[src/rtl/kmeans_result_reader_if.sv]
// Output beat stream of the k-means result reader.
// Master drives the beat; slave returns ready.
interface kmeans_result_reader_if #(
  parameter int ADDR_W  = 6,
  parameter int COORD_W = 8,
  parameter int LABEL_W = 3
);
  logic               out_valid;
  logic               out_ready;
  logic [COORD_W-1:0] out_x;
  logic [COORD_W-1:0] out_y;
  logic [COORD_W-1:0] out_z;
  logic [LABEL_W-1:0] out_label;
  logic [ADDR_W-1:0]  out_index;
  logic               out_last;

  modport master (
    output out_valid, out_x, out_y, out_z,
    output out_label, out_index, out_last,
    input  out_ready
  );

  modport slave (
    input  out_valid, out_x, out_y, out_z,
    input  out_label, out_index, out_last,
    output out_ready
  );
endinterface

[src/rtl/kmeans_result_reader.sv]
// Walks point memory after clustering, streams (x,y,z,label)
// beats and accumulates a per-cluster population histogram.
module kmeans_result_reader #(
  parameter int N_POINTS = 41,
  parameter int ADDR_W   = 6,
  parameter int COORD_W  = 8,
  parameter int K        = 7,
  parameter int LABEL_W  = 3,
  parameter int CNT_W    = 6
) (
  input  logic                 clk,
  input  logic                 rst,
  input  logic                 start,
  output logic                 busy,
  output logic                 done_o,
  output logic                 rd_en,
  output logic [ADDR_W-1:0]    rd_addr,
  input  logic [COORD_W-1:0]   rd_x,
  input  logic [COORD_W-1:0]   rd_y,
  input  logic [COORD_W-1:0]   rd_z,
  input  logic [LABEL_W-1:0]   rd_label,
  kmeans_result_reader_if.master ob,
  output logic [K*CNT_W-1:0]   hist_flat,
  output logic [CNT_W-1:0]     bad_label_cnt
);

  typedef enum logic [2:0] {
    IDLE, ISSUE, WAIT, SEND, FIN
  } state_t;

  localparam logic [ADDR_W-1:0]  LAST_IDX =
    ADDR_W'(N_POINTS - 1);
  localparam logic [LABEL_W:0]   K_L = (LABEL_W + 1)'(K);

  state_t             state;
  logic [ADDR_W-1:0]  idx;
  logic [CNT_W-1:0]   cnt [K];

  for (genvar g = 0; g < K; g++) begin : g_hist
    assign hist_flat[g*CNT_W +: CNT_W] = cnt[g];
  end

  always_ff @(posedge clk) begin
    if (rst) begin
      state         <= IDLE;
      idx           <= '0;
      busy          <= 1'b0;
      done_o        <= 1'b0;
      rd_en         <= 1'b0;
      rd_addr       <= '0;
      ob.out_valid  <= 1'b0;
      ob.out_x      <= '0;
      ob.out_y      <= '0;
      ob.out_z      <= '0;
      ob.out_label  <= '0;
      ob.out_index  <= '0;
      ob.out_last   <= 1'b0;
      bad_label_cnt <= '0;
      for (int j = 0; j < K; j++) cnt[j] <= '0;
    end else begin
      done_o <= 1'b0;
      rd_en  <= 1'b0;
      unique case (state)
        IDLE: begin
          if (start) begin
            state         <= ISSUE;
            busy          <= 1'b1;
            idx           <= '0;
            rd_en         <= 1'b1;
            rd_addr       <= '0;
            bad_label_cnt <= '0;
            for (int j = 0; j < K; j++) cnt[j] <= '0;
          end
        end
        ISSUE: state <= WAIT;
        WAIT: begin
          ob.out_x     <= rd_x;
          ob.out_y     <= rd_y;
          ob.out_z     <= rd_z;
          ob.out_label <= rd_label;
          ob.out_index <= idx;
          ob.out_last  <= (idx == LAST_IDX);
          ob.out_valid <= 1'b1;
          state        <= SEND;
        end
        SEND: begin
          if (ob.out_ready) begin
            ob.out_valid <= 1'b0;
            // Out-of-range labels go to a separate counter
            if ({1'b0, ob.out_label} < K_L) begin
              for (int j = 0; j < K; j++)
                if (ob.out_label == LABEL_W'(j))
                  cnt[j] <= cnt[j] + 1'b1;
            end else begin
              bad_label_cnt <= bad_label_cnt + 1'b1;
            end
            if (ob.out_last) begin
              state  <= FIN;
              done_o <= 1'b1;
              busy   <= 1'b0;
            end else begin
              idx     <= idx + 1'b1;
              rd_en   <= 1'b1;
              rd_addr <= idx + 1'b1;
              state   <= ISSUE;
            end
          end
        end
        FIN:     state <= IDLE;
        default: state <= IDLE;
      endcase
    end
  end

endmodule

[src/flat_wrapper.sv]
// flat-port wrapper written by rule: the top's interface ports become plain ports
module kmeans_result_reader_flat 
#(
  parameter int N_POINTS = 41,
  parameter int ADDR_W   = 6,
  parameter int COORD_W  = 8,
  parameter int K        = 7,
  parameter int LABEL_W  = 3,
  parameter int CNT_W    = 6
)
  (clk, rst, start, busy, done_o, rd_en, rd_addr, rd_x, rd_y, rd_z, rd_label, hist_flat, bad_label_cnt, ob_out_valid, ob_out_x, ob_out_y, ob_out_z, ob_out_label, ob_out_index, ob_out_last, ob_out_ready);
  kmeans_result_reader_if #(.ADDR_W(ADDR_W), .COORD_W(COORD_W), .LABEL_W(LABEL_W)) ob_i ();
  input  logic clk;
  input  logic rst;
  input  logic start;
  output logic busy;
  output logic done_o;
  output logic rd_en;
  output logic [ADDR_W-1:0] rd_addr;
  input  logic [COORD_W-1:0] rd_x;
  input  logic [COORD_W-1:0] rd_y;
  input  logic [COORD_W-1:0] rd_z;
  input  logic [LABEL_W-1:0] rd_label;
  output logic [K*CNT_W-1:0] hist_flat;
  output logic [CNT_W-1:0] bad_label_cnt;
  output wire logic [$bits(ob_i.out_valid)-1:0] ob_out_valid;
  output wire logic [$bits(ob_i.out_x)-1:0] ob_out_x;
  output wire logic [$bits(ob_i.out_y)-1:0] ob_out_y;
  output wire logic [$bits(ob_i.out_z)-1:0] ob_out_z;
  output wire logic [$bits(ob_i.out_label)-1:0] ob_out_label;
  output wire logic [$bits(ob_i.out_index)-1:0] ob_out_index;
  output wire logic [$bits(ob_i.out_last)-1:0] ob_out_last;
  input wire logic [$bits(ob_i.out_ready)-1:0] ob_out_ready;
  assign ob_out_valid = ob_i.out_valid;
  assign ob_out_x = ob_i.out_x;
  assign ob_out_y = ob_i.out_y;
  assign ob_out_z = ob_i.out_z;
  assign ob_out_label = ob_i.out_label;
  assign ob_out_index = ob_i.out_index;
  assign ob_out_last = ob_i.out_last;
  assign ob_i.out_ready = ob_out_ready;
  kmeans_result_reader #(.N_POINTS(N_POINTS), .ADDR_W(ADDR_W), .COORD_W(COORD_W), .K(K), .LABEL_W(LABEL_W), .CNT_W(CNT_W)) u_core (.clk(clk), .rst(rst), .start(start), .busy(busy), .done_o(done_o), .rd_en(rd_en), .rd_addr(rd_addr), .rd_x(rd_x), .rd_y(rd_y), .rd_z(rd_z), .rd_label(rd_label), .ob(ob_i), .hist_flat(hist_flat), .bad_label_cnt(bad_label_cnt));
endmodule
[config.mk]
export PLATFORM = sky130hd
export DESIGN_NAME = kmeans_result_reader_flat
export DESIGN_NICKNAME = d
export VERILOG_FILES = /design/src/rtl/kmeans_result_reader_if.sv /design/src/rtl/kmeans_result_reader.sv /design/src/flat_wrapper.sv
export SDC_FILE = /design/constraint.sdc
export NUM_CORES = 1
export LEC_CHECK = 0
export CORE_MARGIN = 8
export CORE_UTILIZATION = 40
export CTS_BUF_LIST = sky130_fd_sc_hd__clkbuf_16
export DETAILED_ROUTE_END_ITERATION = 10
export HOLD_SLACK_MARGIN = 0.12
export PLACE_DENSITY_LB_ADDON = 0.05
export SLEW_MARGIN = 10
export SYNTH_ARGS = -nofsm -noshare
export SYNTH_HDL_FRONTEND = slang
export SYNTH_SLANG_ARGS = --single-unit
export TNS_END_PERCENT = 50
[constraint.sdc]
create_clock -name clk -period 2.8 [get_ports clk]
set_input_delay 0.56 -clock clk [delete_from_list [all_inputs] [get_ports clk]]
set_output_delay 0.56 -clock clk [all_outputs]
set_load 0.05 [all_outputs]
==> flow_summary_export.csv <==
group,metric,value,unit
status,status,"finished, final reports clean",
die,initial_core_util,40.7,%
die,coreArea,10200,um^2
layout,utilization,56.5,%
timing,hold_viol,0,
clock_tree,numCtsBuffers,9,
logic_synthesis,synth_xor_area_share,7.57,%
timing,period_needed,2.43,ns
logic_synthesis,syn-num-nets,472,
clock_tree,numClockSinks,95,
logic_synthesis,synthAdderAreaFrac,3.00,%
setup_path,timing.rr.end,"u_core.cnt[1][2]$_SDFFCE_PN0P_",
setup_path,cp-end-kind,"primary output",
timing,worst_slack,0.374,ns
die,die_w,118,um
setup_path,cp-start-kind,"flop",
logic_synthesis,synth_top_family_by_area,"simple AND/OR/NAND/NOR gates",
placed_design,place_inst,680,
layout,drive_gt1_share,6.61,%
clock_tree,path_clk_slew,0.06,ns
die,dieArea,13900,um^2
setup_path,cp.depth,1,
logic_synthesis,postSynthCellCount,431,
logic_synthesis,synth_cell_types,40,
setup_path,arrival,1.87,ns
logic_synthesis,yosysSeqAreaShare,55.8,%
global_route,grt_antenna_before_repair,0,
logic_synthesis,synth.avg_cell_area,9.66,um^2
routing,num_vias,3350,
logic_synthesis,ys_top_cells_by_area,"edfxtp_1, dfxtp_1, nand2_1",
setup_path,cpLargestDelayFamily,"buffers and inverters",
pwr,p_sw_share,29.6,%
die,die_h,118,um
global_route,busiest_layer,"met2",
logic_synthesis,synth-simple-area-share,22.9,%
routing,drt_pass1_iterations,4,
setup_path,r2r_start,"u_core.state[0]$_SDFFE_PP0P_",
layout,nFillCells,954,
timing,slew_headroom,50.0,%
timing,setup_viol,0,
placed_design,place.gp.congestion,0.743,
routing,post_drt_wl_per_cell,14.7,um
worst_hold_path,hold_path.class,"flop to flop",
layout,multi_input_area,1710,um^2
logic_synthesis,yosys.area.top_type,"edfxtp_1",
routing,routed_via_density,4.81,
global_route,grt_pass1_wl,17200,um
pwr,seqPwrFrac,48.1,%
layout,n_antenna_cell,0,
setup_path,crit_start,"u_core.ob.out_label[2]$_SDFFE_PP0P_",
clock_tree,insertion_delay,0.34,ns
setup_path,r2r_cells,4,
setup_path,crit_slowest_cell,"clkdlybuf4s50_1",
setup_path,worst-path-buf-inv,1,
clock_tree,clk_path_buf_depth,2,
logic_synthesis,synth_compound_area_share,7.00,%
timing,drv_slew,0,
timing,worst_slew_pin_slew,0.751,ns
global_route,grt_max_degree,41,
timing,fmax,412,MHz
global_route,track_usage,14.9,%
pwr,p_sw,987,uW
pwr,power_density,576,nW/um^2
clock_tree,cts-htree-levels,3,
setup_path,worstPathRequired,2.24,ns
clock_tree,cts-hold-fix-buffers,0,
clock_tree,cts_resized,0,
timing,rsz0062_at_grt,"no",
die,io_pins,123,
setup_path,path_cells,"clkdlybuf4s50_1",
logic_synthesis,syn_area,4170,um^2
placed_design,numPortBuffers,122,
placed_design,pre_cts_slack,0.312,ns
setup_path,crit_end,"ob_out_label[2]",
routing,remaining_drc_errors,0,
clock_tree,cts_tree,"yes",
routing,routed_wl,10200,um
die,rows,37,
clock_tree,cts_root_buffer,"clkbuf_16",
global_route,grtUsageMet2,23.7,%
layout,final_cells,696,
logic_synthesis,ys_warn_count,0,
pwr,internal_power,2350,uW
pwr,power,3330,uW
pwr,vdd_drop_max,0.272,mV
layout,regArea,2320,um^2
setup_path,r2r_setup_slack,0.83,ns
logic_synthesis,synth_top_area_share,30.3,%
layout,nNetsFinal,596,
setup_path,slowest_delay,0.92,ns
pwr,pwr-share-comb,19.6,%
clock_tree,post-cts-setup-buffers,0,
pwr,clockPowerShare,32.3,%
timing,fin_worst_skew,0.00978,ns
timing,tns,0,ns
global_route,grtUsageMet1,17.4,%
routing,ant_nets,0,
placed_design,hpwlAfterDp,7630,um
global_route,grt_pass1_vias,3401,
setup_path,path_class,"flop to primary output",
logic_synthesis,synth.area.mux_share,0.511,%
layout,synthToLayoutAreaGrowth,38.8,%
routing,drtIter0Drc,122,
global_route,grtUsageMet3,7.00,%
timing,period_share,86.6,%
pwr,p_leak,0.00203,uW
global_route,grt-ovfl-total,0,
setup_path,cp_max_fo,9,
logic_synthesis,ys_seq_elements,95,
flow_run,cap_violations,0,
## layout by cell type, fill, tap and decap left out, types with 2 or more instances in the layout
cell type	Yosys	final
a211oi_1	4	4
a21oi_1	39	39
a31o_2	2	2
and3_1	7	7
buf_4	1	10
clkbuf_16	0	9
clkdlybuf4s50_1	0	121
clkinv_2	0	3
dfxtp_1	53	53
edfxtp_1	42	42
ha_1	10	10
inv_1	8	10
nand2_1	88	88
nand2b_1	3	3
nand3_1	20	20
nand3b_1	3	3
nand4_1	2	2
nand4b_1	2	2
nor2_1	66	66
nor2_2	3	3
nor3_1	6	6
o21ai_0	3	3
xnor2_1	22	22
xor2_1	14	14
## kinds of logic after synthesis
kind of cell / count (synthesis)
AOI/OAI and AO/OA: 52
xor gates and xnor gates: 36
adders and majority gates: 10
buffers and inverters: 27
DFF: 95
muxes: 2
and+or+nand+nor: 209
## per-layer routing
metal	share of wire [%]	routed length (um)	vias up
met5	0	0	-
met1	44	4460	1546
met2	45	4650	93
met3	9.8	998	9
met4	1.2	119	0
li1	-	-	1702
## stage by stage
stage | hold slack [ns] | area [um^2]
after floorplan | 0.545 | 4170
after global placement | 0.441 | 5530
after detailed placement | 0.446 | 5530
after CTS | 0.455 | 5780
after global routing | 0.469 | 5780
final | 0.452 | 5780
## Yosys cell counts (all sizes together)
master   number
xor2         14
o21ai         3
o2bb2ai       1
a21oi        39
or3           1
or4b          1
dfxtp        53
inv           8
nor4b         1
and3          7
buf          13
o211ai        1
xnor2        22
nand4         2
a31o          2
clkbuf        6
o22a          1
a211oi        4
mux2          1
nor2         69
nand4b        3
edfxtp       42
nor3          6
nand3b        3
or3b          2
mux2i         1
ha           10
nand2b        3
a2bb2oi       1
nand3        20
nor3b         1
nor2b         1
nor4          1
nand2        88
## final cells by class
class                           count  share of cell area (%)
Clock inverter                      7                   0.563
Multi-Input combinational cell    309                    29.6
Inverter                            8                   0.519
Clock buffer                        9                    3.89
Sequential cell                    95                    40.2
Timing Repair Buffer              132                    22.3
Tap cell                          136                    2.94
## power by group through the flow
stage	combinational, uW	sequential [uW]	clock, uW
2_1_floorplan	184	1870	0
3_3_place_gp	659	1630	0
3_5_place_dp	658	1640	0
4_1_cts	662	1610	1100
5_1_grt	696	1620	1170
6_report	653	1600	1080
## worst min path at each step
stage / slack, ns / startpoint / endpoint / cells after the start
global placement: 0.44 / u_core.ob.out_z[7]$_SDFFE_PP0P_ / u_core.ob.out_z[7]$_SDFFE_PP0P_ / 2
finish: 0.45 / u_core.ob.out_y[4]$_SDFFE_PP0P_ / u_core.ob.out_y[4]$_SDFFE_PP0P_ / 2
floorplan: 0.54 / u_core.state[2]$_SDFFE_PP0P_ / u_core.busy$_SDFFE_PP0P_ / 2
detailed placement: 0.45 / u_core.ob.out_y[4]$_SDFFE_PP0P_ / u_core.ob.out_y[4]$_SDFFE_PP0P_ / 2
CTS: 0.45 / u_core.ob.out_y[4]$_SDFFE_PP0P_ / u_core.ob.out_y[4]$_SDFFE_PP0P_ / 2
global route: 0.47 / u_core.ob.out_y[4]$_SDFFE_PP0P_ / u_core.ob.out_y[4]$_SDFFE_PP0P_ / 2
## registers in the layout, indices dropped and copies added, names as in the netlist, 3 cells and up
register	cells
u_core.ob.out_x	8
u_core.cnt	42
u_core.rd_addr	6
u_core.ob.out_label	3
u_core.state	3
u_core.ob.out_index	6
u_core.bad_label_cnt	6
u_core.ob.out_z	8
u_core.ob.out_y	8
Power figures use the tool's default switching activity.
